--- src/rtl/sipo_deser.sv ---
// sipo_deser: serial-in parallel-out deserializer with a one-word holding register,
// a valid/ready handshake and a sticky overrun flag for words dropped under backpressure.
module sipo_deser #(
    parameter int WIDTH     = 4,
    parameter bit MSB_FIRST = 1'b1
) (
    input  logic             clk,
    input  logic             rst,
    input  logic             sin,
    input  logic             sin_valid,
    output logic [WIDTH-1:0] dout,
    output logic             dout_valid,
    input  logic             dout_ready,
    output logic             overrun,
    input  logic             clear_ovr,
    output logic             busy
);
    localparam int CW = $clog2(WIDTH);
    logic [WIDTH-1:0] r_sr;
    logic [CW-1:0]    r_cnt;
    logic [WIDTH-1:0] r_dout;
    logic             r_valid;
    logic             r_ovr;
    logic [WIDTH-1:0] w_word;
    logic             w_done;
    logic             w_free;
    // The load candidate already includes the bit sampled on this edge.
    assign w_word = MSB_FIRST ? {r_sr[WIDTH-2:0], sin} : {sin, r_sr[WIDTH-1:1]};
    assign w_done = sin_valid && (r_cnt == CW'(WIDTH - 1));
    assign w_free = !r_valid || dout_ready;
    always_ff @(posedge clk or posedge rst) begin
        if (rst) begin
            r_sr    <= '0;
            r_cnt   <= '0;
            r_dout  <= '0;
            r_valid <= 1'b0;
            r_ovr   <= 1'b0;
        end else begin
            if (sin_valid) begin
                r_sr  <= w_word;
                r_cnt <= w_done ? '0 : r_cnt + CW'(1);
            end
            if (w_done && w_free) begin
                r_dout  <= w_word;
                r_valid <= 1'b1;
            end else if (r_valid && dout_ready) begin
                r_valid <= 1'b0;
            end
            if (w_done && !w_free) r_ovr <= 1'b1;
            else if (clear_ovr) r_ovr <= 1'b0;
        end
    end
    assign dout       = r_dout;
    assign dout_valid = r_valid;
    assign overrun    = r_ovr;
    assign busy       = (r_cnt != '0);
endmodule

--- config.mk ---
export PLATFORM = sky130hd
export DESIGN_NAME = sipo_deser
export DESIGN_NICKNAME = d
export VERILOG_FILES = /design/src/rtl/sipo_deser.sv
export SDC_FILE = /design/constraint.sdc
export NUM_CORES = 1
export LEC_CHECK = 0
export ABC_CLOCK_PERIOD_IN_PS = 1800
export CAP_MARGIN = 20
export CELL_PAD_IN_SITES_DETAIL_PLACEMENT = 1
export CELL_PAD_IN_SITES_GLOBAL_PLACEMENT = 1
export CORE_MARGIN = 2
export CORE_UTILIZATION = 34
export DETAILED_ROUTE_END_ITERATION = 12
export PLACE_DENSITY_LB_ADDON = 0.1
export SETUP_SLACK_MARGIN = 0.1
export SLEW_MARGIN = 20
export SYNTH_ARGS = -nofsm -noshare
export SYNTH_HDL_FRONTEND = slang
export SYNTH_SLANG_ARGS = --single-unit
export TNS_END_PERCENT = 10
--- constraint.sdc ---
create_clock -name clk -period 1.8 [get_ports clk]
set_clock_uncertainty 0.2 [all_clocks]
set_input_delay 0.36 -clock clk [delete_from_list [all_inputs] [get_ports clk]]
set_output_delay 0.36 -clock clk [all_outputs]
set_load 0.02 [all_outputs]
==> results.cfg <==
[placed_design]
placement.cell_area_um2 = 629
globalplace.congestion = 0.665
placedCellCount = 66
place.port_buffers = 12
detailedPlacementHpwl_um = 781

[clock_tree]
clock_tree.root_cell = sky130_fd_sc_hd__clkbuf_4
cts_made_buffers = 3
path_clk_slew_ps = 70
tritoncts = built
h-tree-depth = 1
clock_sink_count = 11
cts.path.max_buffers = 2
cts_setup_buffers = 0
clk_latency_ps = 260

[synth]
cell_accounting_for_the_most_synthesized_area = sky130_fd_sc_hd__dfrtp_1
synth_nets = 44
mappedNetlistArea_um2 = 468
synth_seq_cells = 11
gate_count_post_synth = 36
yosys-top-cells-area = sky130_fd_sc_hd__dfrtp_1 (59%), sky130_fd_sc_hd__mux2_2 (17%), sky130_fd_sc_hd__ha_1 (5.3%), sky130_fd_sc_hd__inv_1 (4.0%), sky130_fd_sc_hd__nor2b_4 (2.9%)
yosysTopAreaCellShare = 0.588
synth_area_per_cell_um2 = 13.0
yosys_warnings = 0
synth_sequential_area_ratio = 0.588
netlist-cell-type-count = 12

[timing]
setup_total_neg_slack_ps = 0
grt_setup_unrepaired = false
final_min_period_over_clock_period = 0.902
worstMarginPinSlew_ps = 421
highest_achievable_clock_rate_mhz = 616
finalSetupViolCount = 0
hold_viol = 0
post-route-min-period_ps = 1620
timing.final.max_slew_violations = 0
hold_slack_ps = 186
timing.slew.headroom = 0.719

[power]
vdd.ir_drop.worst_mv = 0.549
p_leak_nw = 0.328
power_per_cell_area_nw_per_um2 = 1430
total_power_uw = 919

[global_route]
grt_remaining_overflow = 0
global_route_wire_length_before_repair_um = 1410
grt_start_max_net_pins = 12
global_route.usage.total = 0.138
grt_antenna_before_repair = 0
first_global_vias = 314

[critical_path]
cp_cell_sequence = inv_1, ha_1, inv_1, clkbuf_2
most_prevalent_standard_cell_on_the_critical_path = sky130_fd_sc_hd__inv_1
critPathArrivalTime_ps = 1060
required_ps = 1240
cell_with_the_largest_stage_delay_on_the_worst_path = sky130_fd_sc_hd__dfrtp_1
worstSetupStartpointType = register
start_to_end_type_of_the_worst_setup_path = reg2out
critPathCaptureType = primary output
worst-path-max-fanout = 2
stage_delay_of_the_slowest_cell_on_the_critical_path_ps = 350

[worst_hold_path]
hold_class = in2async

[finish]
stdcell_area_um2 = 643
nNetsFinal = 64
area_delta_synth_final_pct = 37.4
fillCellCount = 144
drive_gt1_frac = 0.309
antenna-diode-count = 0
layout.cells.non_filler = 70

[drt]
drt-initial-drc-count = 7
drc = 0
vias = 315
finalWirelength_um = 985
vias_per_cell = 4.50
first_pass_iters = 2
antenna_left = 0
post_drt_wl_per_cell_um = 14.1

[die]
dieWidth_um = 41.1
initial_utilization = 0.360
coreArea_um2 = 1300
io_pins = 13
rows = 13
die_area_um2 = 1690
die_h_um = 41.1

[run_status]
run_status = finished clean

[job]
drv_cap = 0
[what timing repair did]
| action | CTS | global route |
|---|---|---|
| hold buffers | 0 | 0 |
| endpoints found under the setup margin | 7 | 1 |
| gates resized for setup | 8 | 1 |
[through the flow]
step	worst slack, ps	util
detailed placement	-25.9	0.484
finish	177	0.494
global placement	16.1	0.484
CTS	24.2	0.498
global route	110	0.494
floorplan	387	-
[critical path: cells and delay by family (launching register included)]
kind	cells	cell delay, ps
adders and majority gates	1	190
buffers and inverters	3	260
DFF	1	350
[registers in the layout, indices dropped and copies added (netlist names)]
name	cells
dout	4
r_sr	3
r_cnt	2
dout_valid	1
overrun	1
[cell families (layout without fill, tap and decap cells)]
logic type,Yosys count,after routing,share of synthesized area
AOI/OAI and AO/OA,3,3,0.0348
muxes,7,7,0.168
buffers and inverters,6,25,0.0562
adders and majority gates,2,2,0.0535
DFF,11,11,0.588
and+or+nand+nor,7,7,0.0989
[worst paths after layout]
path                                        to                  from  slack, ps  cells after the start
min in group clk           dout[3]$_DFFE_PP0P_   dout[3]$_DFFE_PP0P_        310                      1
max in group asynchronous  dout[1]$_DFFE_PP0P_                   rst        920                      2
setup / recovery                          busy  r_cnt[0]$_DFFE_PP0P_        180                      4
setup reg to reg           dout[1]$_DFFE_PP0P_  r_cnt[0]$_DFFE_PP0P_        210                      5
hold / removal             overrun$_DFFE_PP0P_                   rst        190                      2
hold reg to reg            dout[3]$_DFFE_PP0P_   dout[3]$_DFFE_PP0P_        310                      1
[synth_stat cells]
library cell,instances
sky130_fd_sc_hd__dfrtp_1,11
sky130_fd_sc_hd__mux2_2,7
sky130_fd_sc_hd__inv_1,5
sky130_fd_sc_hd__nand2_1,3
sky130_fd_sc_hd__ha_1,2
sky130_fd_sc_hd__o21ai_0,2
sky130_fd_sc_hd__buf_4,1
sky130_fd_sc_hd__nand2_4,1
sky130_fd_sc_hd__nand2b_1,1
sky130_fd_sc_hd__nor2_1,1
sky130_fd_sc_hd__nor2b_4,1
sky130_fd_sc_hd__o22ai_1,1
[layout make-up]
cell class / instances / area [um^2] / area share
tap: 15 / 18.8 / 0.0292
multi-input combinational: 19 / 166 / 0.259
inverter: 5 / 18.8 / 0.0292
sequential: 11 / 275 / 0.428
clock buffer: 4 / 26.3 / 0.0409
timing repair buffer: 16 / 138 / 0.214
[routing by layer]
metal  vias up  track usage  part of all wire
met5         -            0                 0
met4         0       0.0726             0.010
met3         2       0.0543             0.053
met2         7        0.250              0.56
met1       153        0.132              0.37
li1        153            -                 -
[report_power, final]
| group | total (mW) | switching [mW] | leakage, nW | internal (mW) |
|---|---|---|---|---|
| clock | 0.162 | 0.0765 | 0.0150 | 0.0856 |
| sequential | 0.375 | 0.0442 | 0.135 | 0.331 |
| combinational | 0.382 | 0.205 | 0.178 | 0.177 |
[cell usage in the layout, fill, tap and decap left out]
master                             n
sky130_fd_sc_hd__mux2_2            7
sky130_fd_sc_hd__nor2_1            1
sky130_fd_sc_hd__inv_1             5
sky130_fd_sc_hd__clkdlybuf4s50_1   5
sky130_fd_sc_hd__dfrtp_1          11
sky130_fd_sc_hd__clkbuf_2          1
sky130_fd_sc_hd__nand2b_1          1
sky130_fd_sc_hd__buf_4             4
sky130_fd_sc_hd__clkbuf_4          3
sky130_fd_sc_hd__o22ai_1           1
sky130_fd_sc_hd__ha_1              2
sky130_fd_sc_hd__o21ai_0           2
sky130_fd_sc_hd__nand2_4           1
sky130_fd_sc_hd__dlygate4sd2_1     6
sky130_fd_sc_hd__clkbuf_1          1
sky130_fd_sc_hd__nand2_1           3
sky130_fd_sc_hd__nor2b_4           1
(Power assumes the default switching activity.)
